[src/rtl/logic4_pipe_if.sv]
// Operand/result handshake bundle for logic4_pipe; ZERO/ONES flags exist only with LOGIC4_FLAGS_EN.
// slave = the pipe itself, master = producer and consumer side.
interface logic4_pipe_if #(parameter int N = 8);
   logic [N-1:0] in0;
   logic [N-1:0] in1;
   logic [N-1:0] in2;
   logic [N-1:0] in3;
   logic [3:0]   mask;
   logic [2:0]   op;
   logic         in_valid;
   logic         in_ready;
   logic [N-1:0] y;
   logic         out_valid;
   logic         out_ready;
`ifdef LOGIC4_FLAGS_EN
   logic         zero;
   logic         ones;
`endif

   modport slave (
      input  in0, in1, in2, in3, mask, op, in_valid, out_ready,
      output in_ready, y, out_valid
`ifdef LOGIC4_FLAGS_EN
      , output zero, ones
`endif
   );

   modport master (
      output in0, in1, in2, in3, mask, op, in_valid, out_ready,
      input  in_ready, y, out_valid
`ifdef LOGIC4_FLAGS_EN
      , input zero, ones
`endif
   );
endinterface

[src/rtl/logic4_pipe.sv]
// Pipelined masked 4-operand bitwise logic unit (NAND/AND/NOR/OR/XNOR/XOR/PASS/INV); LOGIC4_FLAGS_EN adds ZERO/ONES.
// Latency STAGES (1 or 2) cycles, one result per cycle.
// Backpressure: elastic valid stages, in_ready is combinational from out_ready (no skid buffer).
module logic4_pipe #(
   parameter int N      = 8,
   parameter int STAGES = 2
) (
   input logic clk,
   input logic rst_n,
   logic4_pipe_if.slave bus
);

   function automatic logic [N-1:0] calc(input logic [2:0] op,
                                         input logic [N-1:0] a, b, c, d);
      case (op)
         3'd0:    calc = ~(a & b & c & d);
         3'd1:    calc = a & b & c & d;
         3'd2:    calc = ~(a | b | c | d);
         3'd3:    calc = a | b | c | d;
         3'd4:    calc = ~(a ^ b ^ c ^ d);
         3'd5:    calc = a ^ b ^ c ^ d;
         3'd6:    calc = a;
         default: calc = ~a;
      endcase
   endfunction

   // Masked operands take the identity of the op so they drop out of the reduction.
   logic [N-1:0] ident, m0, m1, m2, m3;
   always_comb begin
      ident = (bus.op == 3'd0 || bus.op == 3'd1) ? {N{1'b1}} : {N{1'b0}};
      m0    = (bus.mask[0] || bus.op[2:1] == 2'b11) ? bus.in0 : ident;
      m1    = bus.mask[1] ? bus.in1 : ident;
      m2    = bus.mask[2] ? bus.in2 : ident;
      m3    = bus.mask[3] ? bus.in3 : ident;
   end

   logic         v2;
   logic [N-1:0] y_q;
   logic         s2_load;
   logic         in_rdy;
   logic         c_vld;
   logic [2:0]   c_op;
   logic [N-1:0] ca, cb, cc, cd;
   logic [N-1:0] result;

   assign s2_load = !v2 || bus.out_ready;

   generate
      if (STAGES == 2) begin : g_two
         logic         v1;
         logic [2:0]   op1;
         logic [N-1:0] a1, b1, c1, d1;
         logic         s1_load;

         assign s1_load = !v1 || s2_load;

         always_ff @(posedge clk or negedge rst_n) begin
            if (!rst_n) begin
               v1  <= 1'b0;
               op1 <= 3'd0;
               a1  <= '0;
               b1  <= '0;
               c1  <= '0;
               d1  <= '0;
            end else if (s1_load) begin
               v1 <= bus.in_valid;
               if (bus.in_valid) begin
                  op1 <= bus.op;
                  a1  <= m0;
                  b1  <= m1;
                  c1  <= m2;
                  d1  <= m3;
               end
            end
         end

         assign in_rdy = s1_load;
         assign c_vld  = v1;
         assign c_op   = op1;
         assign ca     = a1;
         assign cb     = b1;
         assign cc     = c1;
         assign cd     = d1;
      end else begin : g_one
         assign in_rdy = s2_load;
         assign c_vld  = bus.in_valid;
         assign c_op   = bus.op;
         assign ca     = m0;
         assign cb     = m1;
         assign cc     = m2;
         assign cd     = m3;
      end
   endgenerate

   assign result = calc(c_op, ca, cb, cc, cd);

`ifdef LOGIC4_FLAGS_EN
   logic zero_q, ones_q;
`endif

   // Y only loads on a valid item, so it holds through stalls and empty cycles.
   always_ff @(posedge clk or negedge rst_n) begin
      if (!rst_n) begin
         v2  <= 1'b0;
         y_q <= '0;
`ifdef LOGIC4_FLAGS_EN
         zero_q <= 1'b0;
         ones_q <= 1'b0;
`endif
      end else if (s2_load) begin
         v2 <= c_vld;
         if (c_vld) begin
            y_q <= result;
`ifdef LOGIC4_FLAGS_EN
            zero_q <= (result == {N{1'b0}});
            ones_q <= (result == {N{1'b1}});
`endif
         end
      end
   end

   assign bus.in_ready  = in_rdy;
   assign bus.y         = y_q;
   assign bus.out_valid = v2;
`ifdef LOGIC4_FLAGS_EN
   assign bus.zero = zero_q;
   assign bus.ones = ones_q;
`endif

endmodule

[src/flat_wrapper.sv]
// flat-port wrapper written by rule: the top's interface ports become plain ports
module logic4_pipe_flat 
#(
   parameter int N      = 8,
   parameter int STAGES = 2
)
  (clk, rst_n, bus_in0, bus_in1, bus_in2, bus_in3, bus_mask, bus_op, bus_in_valid, bus_out_ready, bus_in_ready, bus_y, bus_out_valid);
  logic4_pipe_if #(.N(N)) bus_i ();
  input logic clk;
  input logic rst_n;
  input wire logic [$bits(bus_i.in0)-1:0] bus_in0;
  input wire logic [$bits(bus_i.in1)-1:0] bus_in1;
  input wire logic [$bits(bus_i.in2)-1:0] bus_in2;
  input wire logic [$bits(bus_i.in3)-1:0] bus_in3;
  input wire logic [$bits(bus_i.mask)-1:0] bus_mask;
  input wire logic [$bits(bus_i.op)-1:0] bus_op;
  input wire logic [$bits(bus_i.in_valid)-1:0] bus_in_valid;
  input wire logic [$bits(bus_i.out_ready)-1:0] bus_out_ready;
  output wire logic [$bits(bus_i.in_ready)-1:0] bus_in_ready;
  output wire logic [$bits(bus_i.y)-1:0] bus_y;
  output wire logic [$bits(bus_i.out_valid)-1:0] bus_out_valid;
  assign bus_i.in0 = bus_in0;
  assign bus_i.in1 = bus_in1;
  assign bus_i.in2 = bus_in2;
  assign bus_i.in3 = bus_in3;
  assign bus_i.mask = bus_mask;
  assign bus_i.op = bus_op;
  assign bus_i.in_valid = bus_in_valid;
  assign bus_i.out_ready = bus_out_ready;
  assign bus_in_ready = bus_i.in_ready;
  assign bus_y = bus_i.y;
  assign bus_out_valid = bus_i.out_valid;
  logic4_pipe #(.N(N), .STAGES(STAGES)) u_core (.clk(clk), .rst_n(rst_n), .bus(bus_i));
endmodule
[config.mk]
export PLATFORM = sky130hd
export DESIGN_NAME = logic4_pipe_flat
export DESIGN_NICKNAME = d
export VERILOG_FILES = /design/src/rtl/logic4_pipe_if.sv /design/src/rtl/logic4_pipe.sv /design/src/flat_wrapper.sv
export SDC_FILE = /design/constraint.sdc
export NUM_CORES = 1
export LEC_CHECK = 0
export ABC_AREA = 1
export ABC_CLOCK_PERIOD_IN_PS = 1800
export BUFFER_PORTS_ARGS = -buffer_cell sky130_fd_sc_hd__buf_2
export CORE_AREA = 2 2 86 71
export CTS_CLUSTER_DIAMETER = 100
export DETAILED_ROUTE_END_ITERATION = 8
export DIE_AREA = 0 0 88 73
export PLACE_DENSITY = 0.88
export SYNTH_ARGS = -nofsm -noshare
export SYNTH_HDL_FRONTEND = slang
export SYNTH_SLANG_ARGS = --single-unit
[constraint.sdc]
create_clock -name clk -period 1.8 [get_ports clk]
set_input_delay 0.36 -clock clk [delete_from_list [all_inputs] [get_ports clk]]
set_output_delay 0.36 -clock clk [all_outputs]
set_load 0.05 [all_outputs]
==> results of run 1 <==
layer usage:
metal	vias up	track usage, %
li1	1640	-
met1	1493	37.8
met4	0	10.8
met3	9	5.20
met5	-	0
met2	155	43.4
stage by stage:
stage / util, % / instances / worst slack, ns / power (mW)
after floorplan: - / 472 / 0.143 / 2.56
after global placement: 62.3 / 608 / 0.322 / 2.96
after detailed placement: 62.3 / 608 / 0.268 / 3.03
after CTS: 64.0 / 616 / 0.232 / 3.71
after global routing: 64.0 / 616 / 0.0367 / 3.98
final: 64.0 / 616 / 0.202 / 3.71
state kept, by name, indices dropped and copies added (netlist names):
| signal | count |
|---|---|
| u_core.cb | 8 |
| u_core.ca | 8 |
| u_core.bus.y | 8 |
| u_core.cd | 8 |
| u_core.c_op | 3 |
| u_core.bus.out_valid | 1 |
| u_core.c_vld | 1 |
| u_core.cc | 8 |
worst paths after layout:
check | endpoint | slack, ns | cells after the start | startpoint
setup / recovery | u_core.bus.y[5] | 0.20 | 7 | u_core.c_op[1]
hold / removal | u_core.bus.y[4] | 0.12 | 2 | rst_n
setup reg to reg | u_core.bus.y[5] | 0.20 | 7 | u_core.c_op[1]
hold reg to reg | u_core.bus.y[3] | 0.48 | 2 | u_core.bus.y[3]
max in group asynchronous | u_core.bus.out_valid | 1.26 | 2 | rst_n
min in group clk | u_core.ca[7] | 0.29 | 3 | bus_in0[7]
cell families (layout without fill, tap and decap cells):
logic type               after synthesis  after routing  share of synthesized area, %
buffers and inverters                 70            133                          8.69
adder cells (fa/ha/maj)               16             16                          6.46
flip-flops                            45             45                          36.4
AND/OR/NAND/NOR                      288            288                          37.6
AO/OA/AOI/OAI                         53             53                          10.9
area by class of cell:
type | count | area, um^2 | share of cell area, %
multi-input combinational | 357 | 1710 | 47.1
sequential | 45 | 1130 | 31.1
timing repair buffer | 64 | 363 | 10.0
inverter | 61 | 229 | 6.32
tap | 81 | 101 | 2.80
clock buffer | 6 | 82.6 | 2.28
clock inverter | 2 | 13.8 | 0.380
critical path: cells and delay by family, from the launching register on:
kind	cells	cell delay (ns)
AND/OR/NAND/NOR	5	0.66
flip-flops	1	0.49
AO/OA/AOI/OAI	1	0.21
buffers and inverters	1	0.11
placed cells by master, fill, tap and decap left out, types with 6 or more instances in the layout:
| master | synthesis | layout |
|---|---|---|
| a31oi_1 | 24 | 24 |
| ha_1 | 16 | 16 |
| o21bai_1 | 9 | 9 |
| inv_1 | 61 | 61 |
| a22oi_1 | 8 | 8 |
| o21ai_0 | 11 | 11 |
| clkbuf_8 | 0 | 6 |
| nand2_1 | 151 | 151 |
| dfrtp_1 | 45 | 44 |
| buf_2 | 5 | 52 |
| nor2_1 | 75 | 75 |
| buf_4 | 0 | 11 |
| nand3_1 | 60 | 59 |
power groups by stage:
stage          Sequential [mW]  Combinational, mW  Clock [mW]
6_report                  1.43               1.60       0.681
5_1_grt                   1.46               1.80       0.723
4_1_cts                   1.43               1.59       0.689
3_5_place_dp              1.45               1.59           0
3_3_place_gp              1.43               1.52           0
2_1_floorplan             1.69              0.879           0
==> reports/qor.yml, run 1 <==
period_share_pct: 88.8
yosys_register_bits: 45
synthesis.nets: 531
antenna_found_initial: 0
portBuffers: 52
place_congestion: 0.936
yosysTopAreaCell: "dfrtp_1"
rsz0062_at_grt: "false"
clock_path_buffers: 2
die_area_um2: 6420
tightest_slew_ns: 0.629
holdWs_ns: 0.124
cp_slowest_cell: "dfrtp_1"
routed-wl-met3_um: 705
clock-root-buffer: "clkbuf_8"
worstPathRequired_ns: 1.99
drt_first_iter_violations: 298
track_usage_pct: 27.6
synth.avg_cell_area_um2: 6.56
insertedDiodeCount: 0
numCtsBuffers: 5
hpwl_um: 6350
worst_setup_path_start_kind: "flop"
nets: 593
clk_pin_slew_ns: 0.09
yosys-top-cells-area: "dfrtp_1 (36%), nand2_1 (18%), nand3_1 (9.7%)"
worstSkewPairLatency_ns: 0.31
wl_met1_um: 3740
fmax_ghz: 0.626
initial_core_util_pct: 54.7
ir_drop_v: 0.000587
synth_ff_type: "dfrtp_1"
finalClockSkew_ns: 0.0134
place_area_um2: 3530
synth-warning-count: 0
finalHoldViolations: 0
post-cts-setup-buffers: 0
maxCapViolCount: 0
p_comb_share_pct: 43.1
power_density_nw_per_um2: 1020
setup_viol: 0
worstPathArrival_ns: 1.78
top_layer: "met4"
drtAntennaViolNets: 0
period_minus_slack_ns: 1.60
grt_pass1_wl_um: 13700
grt_max_degree: 51
path_max_fanout: 8
status: "finished clean"
end_kind: "flop"
vias: 3297
power_frac_seq_pct: 38.6
tns_ns: 0
ios: 53
synthArstFlopShare_pct: 100
min_path_type: "input port to asynchronous set/reset pin"
grt_pass1_vias: 3067
p_int_mw: 2.05
cts_resized: 0
cts.sinks: 45
cpPeakStageDelay_ns: 0.49
finalInstanceArea_um2: 3620
rows: 25
final.fill_count: 532
leakage_nw: 2.10
globalRouteOverflowTotal: 0
routed_wl_um: 8380
post-synth-top-count-cell: "nand2_1"
dr.pass1.iters: 5
relSlewSlack_pct: 57.9
netSwitchingFraction_pct: 44.7
clkPwrFrac_pct: 18.3
p_sw_mw: 1.66
yosysUniqueCellTypes: 16
hold_buffers: 0
synth_edf_count: 0
dr_wl_met2_um: 3830
cts_tree: "yes"
syn-cell-area_um2: 3100
postSynthCellCount: 472
post_drt_wl_per_cell_um: 13.6
ys_seq_area_share_pct: 36.4
cts.htree.levels: 2
chipWidth_um: 88
cp_cell_sequence: "inv_1 > nand3_1 > nor2_1 > nor2_1 > nand3_1 > o21bai_1 > nand2_1"
area_growth_pct: 17.0
drc_errors: 0
crit_type: "flop to flop"
drv_slew: 0
via_per_inst: 5.35
die_h_um: 73
final_layout_size_suffix_gt1_share_pct: 14.0
core_area_um2: 5660
synth_common_cells: "nand2_1 (151), nor2_1 (75), inv_1 (61)"
synth_top_area_share_pct: 36.4
(Power assumes the default switching activity.)
==> run 2: changes to the inputs <==
Settings changed: ABC_CLOCK_PERIOD_IN_PS 1800 to 1550.
Clock period 1.8 ns to 1.55 ns, I/O delays scaled along.
==> reports/qor.yml, run 2 (synthesis gave the netlist of run 1 again) <==
tightest_slew_ns: 0.408  # was 0.629 ns
core_area_um2: 5660  # unchanged
drv_slew: 0  # unchanged
portBuffers: 52  # unchanged
finalInstanceArea_um2: 3780  # was 3620 um^2
cts.sinks: 45  # unchanged
drt_first_iter_violations: 418  # was 298
place_area_um2: 3600  # was 3530 um^2
drc_errors: 0  # unchanged
place_congestion: 0.857  # was 0.936
grt_pass1_vias: 3080  # was 3,067
finalHoldViolations: 0  # unchanged
worst_setup_path_start_kind: "flop"  # unchanged
cts_tree: "yes"  # unchanged
multi_input_area_um2: 1750  # was 1710 um^2
regArea_um2: 1130  # about the same
die_area_um2: 6420  # unchanged
holdWs_ns: 0.238  # was 0.124 ns
cts.htree.levels: 2  # unchanged
area_growth_pct: 22.0  # was 17.0%
ios: 53  # unchanged
holdPathStages: 3
placed_cells: 613  # was 608
finalClockSkew_ns: 0.00746  # was 0.0134 ns
period_minus_slack_ns: 1.47  # was 1.60 ns
clk_pin_slew_ns: 0.10  # was 0.09 ns
vias: 3395  # was 3,297
insertedDiodeCount: 0  # unchanged
status: "finished clean"  # unchanged
min_path_type: "input port to flop"  # was input port to asynchronous set/reset pin
fmax_ghz: 0.682  # was 0.626 GHz
period_share_pct: 94.6  # was 88.8%
path_max_fanout: 8  # unchanged
worstPathArrival_ns: 1.67  # was 1.78 ns
setup_viol: 0  # unchanged
initial_core_util_pct: 54.7  # unchanged
relSlewSlack_pct: 72.8  # was 57.9%
post_drt_wl_per_cell_um: 14.0  # was 13.6 um
dp_slack_ns: 0.0249  # was 0.268 ns
dr.pass1.iters: 6  # was 5
die_h_um: 73  # unchanged
ir_drop_v: 0.000488  # was 0.000587 V
track_usage_pct: 28.5  # was 27.6%
antenna_found_initial: 0  # unchanged
numCtsBuffers: 5  # unchanged
r2r_cells: 8  # was 7
mostFrequentLayoutCell: "nand2_1"  # unchanged
worstSkewPairLatency_ns: 0.31  # about the same
globalRouteOverflowTotal: 0  # unchanged
finish.utilization_pct: 66.7  # was 64.0%
routed_wl_um: 8810  # was 8380 um
drtAntennaViolNets: 0  # unchanged
power_density_nw_per_um2: 1180  # was 1020 nW/um^2
chipWidth_um: 88  # unchanged
final.fill_count: 488  # was 532
worstPathRequired_ns: 1.75  # was 1.99 ns
nets: 605  # was 593
final_cells: 628  # was 616
maxCapViolCount: 0  # unchanged
end_kind: "flop"  # unchanged
tns_ns: 0  # unchanged
crit_type: "flop to flop"  # unchanged
finalPower_mw: 4.45  # was 3.71 mW
grt_pass1_wl_um: 14000  # was 13,700 um
clock-root-buffer: "clkbuf_8"  # unchanged
final_cell_mix: "nand2_1 (151), nor2_1 (74), nand3_1 (58)"  # was nand2_1 (151), nor2_1 (75), inv_1 (61)
via_per_inst: 5.41  # was 5.35
rows: 25  # unchanged
grt_max_degree: 51  # unchanged
fin_ws_ns: 0.0843  # was 0.202 ns
hpwl_um: 6290  # was 6350 um
leakage_nw: 2.15  # was 2.10 nW
clock_path_buffers: 2  # unchanged
final_layout_size_suffix_gt1_share_pct: 17.7  # was 14.0%
-- run 2: cell count changes in the layout (fill, tap and decap cells not counted), moves of 2 or more --
| cell | delta |
|---|---|
| inv_1 | -5 |
| inv_2 | +5 |
| ha_4 | +2 |
| buf_12 | +2 |
| dfrtp_2 | +2 |
| dfrtp_1 | -2 |
| buf_4 | +9 |
| ha_1 | -2 |
-- run 2: final cells by class --
| class | count | share of cell area [%] |
|---|---|---|
| multi-input cells | 357 | 46.2 |
| inverters | 61 | 6.06 |
| well taps | 81 | 2.68 |
| clock buffers | 5 | 1.82 |
| flip-flops and latches | 45 | 29.9 |
| repair buffers | 76 | 12.7 |
| clock inverters | 3 | 0.563 |
-- run 2: critical path, cell delays in order, from the launching register on --
cell and delay, ns:
dfrtp_1 0.41, inv_1 0.14, nand3_1 0.12, buf_4 0.18
nand2_1 0.07, nand2_1 0.05, nand3_1 0.07, o21bai_1 0.23
nand2_1 0.08
-- run 2: power by group --
group / total (mW) / switching (mW) / leakage (nW) / internal (mW)
Combinational: 1.99 / 1.30 / 1.59 / 0.691
Clock: 0.784 / 0.463 / 0.0445 / 0.321
Sequential: 1.67 / 0.248 / 0.522 / 1.42
Total: 4.45 / 2.01 / 2.15 / 2.43
-- run 2: final timing paths --
path                       slack (ns)         endpoint       startpoint
min                              0.24     u_core.ca[7]       bus_in0[7]
min in group asynchronous        0.45  u_core.bus.y[3]            rst_n
min reg2reg                      0.48  u_core.bus.y[6]  u_core.bus.y[6]
max in group asynchronous        0.60     u_core.cd[4]            rst_n
max                              0.08  u_core.bus.y[7]   u_core.c_op[2]
max reg2reg                      0.08  u_core.bus.y[7]   u_core.c_op[2]
-- run 2: timing repair --
action                     4_1_cts  5_1_grt
hold buffers                     1        0
hold endpoints to repair        14        0
buffers inserted                 0        6
gates resized for setup          1       10
cloned                           0        0
setup endpoints to repair        1       15
pin swaps                        0        6
-- run 2: layer usage --
| layer | vias up | global-route usage (%) | share of wire (%) | wire length [um] |
|---|---|---|---|---|
| li1 | 1664 | - | - | - |
| met1 | 1541 | 39.9 | 42 | 3730 |
| met2 | 171 | 44.1 | 46 | 4050 |
| met3 | 19 | 4.86 | 10 | 877 |
| met4 | 0 | 11.3 | 1.7 | 152 |
| met5 | - | 0 | 0 | 0 |
==> run 3: changes to the inputs <==
Settings changed: BUFFER_PORTS_ARGS -buffer_cell sky130_fd_sc_hd__buf_2 to unset, CORE_AREA 2 2 86 71 to 2 2 81 68, DIE_AREA 0 0 88 73 to 0 0 83 70, DONT_BUFFER_PORTS set to 1, PLACE_DENSITY 0.88 to 0.87, SLEW_MARGIN set to 30.
==> reports/qor.yml, run 3 (synthesis gave the netlist of run 1 again) <==
path_delay_family: "flip-flops"  # unchanged
cp_cell_sequence: "inv_1 > ha_1 > inv_1 > nand3_1 > nand3_1 > nand2_1 > o21bai_1 > nand2_1"  # was inv_1 > nand3_1 > buf_4 > nand2_1 > nand2_1 > nand3_1 > o21bai_1 > nand2_1
final.fill_count: 421  # was 488
crit_type: "flop to flop"  # unchanged
cp_slowest_cell: "dfrtp_1"  # unchanged
drt_first_iter_violations: 252  # was 418
chipWidth_um: 83  # was 88 um
busiest_layer: "met2"  # unchanged
globalRouteOverflowTotal: 0  # unchanged
fmax_ghz: 0.690  # was 0.682 GHz
holdWs_ns: 0.126  # was 0.238 ns
clock-root-buffer: "clkbuf_8"  # unchanged
worstPathRequired_ns: 1.74  # was 1.75 ns
period_minus_slack_ns: 1.45  # was 1.47 ns
dp_slack_ns: 0.0508  # was 0.0249 ns
core_area_um2: 5130  # was 5660 um^2
grt_pass1_vias: 2862  # was 3,080
initial_core_util_pct: 60.3  # was 54.7%
clock_path_buffers: 2  # unchanged
leakage_nw: 1.94  # was 2.15 nW
die_h_um: 70  # was 73 um
insertedDiodeCount: 0  # unchanged
min_path_type: "input port to flop"  # unchanged
drv_slew: 0  # unchanged
rows: 24  # was 25
track_usage_pct: 28.8  # was 28.5%
post_drt_wl_per_cell_um: 14.9  # was 14.0 um
ir_drop_v: 0.000768  # was 0.000488 V
grt_pass1_wl_um: 13300  # was 14,000 um
finalHoldViolations: 0  # unchanged
worstSkewPairLatency_ns: 0.31  # about the same
final_cells: 558  # was 628
maxCapViolCount: 0  # unchanged
grt_max_degree: 51  # unchanged
path_max_fanout: 4  # was 8
fin_ws_ns: 0.100  # was 0.0843 ns
ios: 53  # unchanged
antenna_found_initial: 0  # unchanged
met2_usage_pct: 44.7  # was 44.1%
critPathBufInv: 2  # unchanged
tightest_slew_ns: 0.517  # was 0.408 ns
mostFrequentLayoutCell: "nand2_1"  # unchanged
relSlewSlack_pct: 65.6  # was 72.8%
place_congestion: 0.881  # was 0.857
numCtsBuffers: 5  # unchanged
worstPathArrival_ns: 1.64  # was 1.67 ns
worst_setup_path_start_kind: "flop"  # unchanged
place_area_um2: 3290  # was 3600 um^2
period_share_pct: 93.5  # was 94.6%
final_layout_size_suffix_gt1_share_pct: 8.72  # was 17.7%
cts.htree.levels: 2  # unchanged
placed_cells: 543  # was 613
final_cell_mix: "nand2_1 (151), nor2_1 (75), inv_1 (57), nand3_1 (57), dfrtp_1 (43)"  # was nand2_1 (151), nor2_1 (74), nand3_1 (58)
regArea_um2: 1130  # about the same
grt_use_met3_pct: 5.79  # was 4.86%
use_met1_pct: 40.0  # was 39.9%
routed_wl_um: 8320  # was 8810 um
finalClockSkew_ns: 0.00607  # was 0.00746 ns
hpwl_um: 5980  # was 6290 um
tns_ns: 0  # unchanged
cts.sinks: 45  # unchanged
area_growth_pct: 13.0  # was 22.0%
cpPeakStageDelay_ns: 0.39  # was 0.41 ns
clk_pin_slew_ns: 0.09  # was 0.10 ns
rsz0062_at_grt: "false"
status: "finished clean"  # unchanged
end_kind: "flop"  # unchanged
drc_errors: 0  # unchanged
die_area_um2: 5810  # was 6420 um^2
multi_input_area_um2: 1760  # was 1750 um^2
dr.pass1.iters: 7  # was 6
setup_viol: 0  # unchanged
finalInstanceArea_um2: 3500  # was 3780 um^2
power_density_nw_per_um2: 1210  # was 1180 nW/um^2
portBuffers: 0  # was 52
cts_tree: "yes"  # unchanged
nets: 552  # was 605
via_per_inst: 5.67  # was 5.41
drtAntennaViolNets: 0  # unchanged
vias: 3164  # was 3,395
## run 3: final timing paths
check	from	to	slack, ns	cells past startpoint
setup / recovery	u_core.ca[7]	u_core.bus.y[7]	0.10	8
hold / removal	bus_op[0]	u_core.c_op[0]	0.13	2
setup reg to reg	u_core.ca[7]	u_core.bus.y[7]	0.10	8
hold reg to reg	u_core.bus.out_valid	u_core.bus.out_valid	0.56	2
max in group asynchronous	rst_n	u_core.c_op[1]	0.83	2
min in group asynchronous	rst_n	u_core.bus.y[0]	0.50	2
## run 3: report_power, final
part	total (mW)	leakage, nW	internal (mW)	switching [mW]
Sequential	2.02	0.524	1.42	0.607
Combinational	1.47	1.38	0.583	0.889
Clock	0.743	0.0402	0.312	0.432
Total	4.24	1.94	2.31	1.93
## run 3: final cells by class
class	count	share of cell area (%)
tap	65	2.32
multi-input combinational	357	50.2
inverter	61	6.54
clock inverter	2	0.465
timing repair buffer	23	6.29
clock buffer	5	1.97
sequential	45	32.2
## run 3: timing repair
item / in CTS / in global routing
resized for setup: 0 / 11
setup endpoints to repair: 0 / 7
endpoints found under the hold margin: 45 / 0
hold buffers: 2 / 0
setup buffers: 0 / 6
## run 3: through the flow
step | util, % | power (mW)
global placement | 64.1 | 3.29
finish | 68.2 | 4.24
global route | 68.2 | 4.53
CTS | 66.4 | 4.13
floorplan | - | 2.98
detailed placement | 64.1 | 3.37
## run 3: metal layers
layer | vias up | wire [um]
met5 | - | 0
met4 | 0 | 143
met3 | 16 | 702
met2 | 154 | 3920
met1 | 1442 | 3550
li1 | 1552 | -
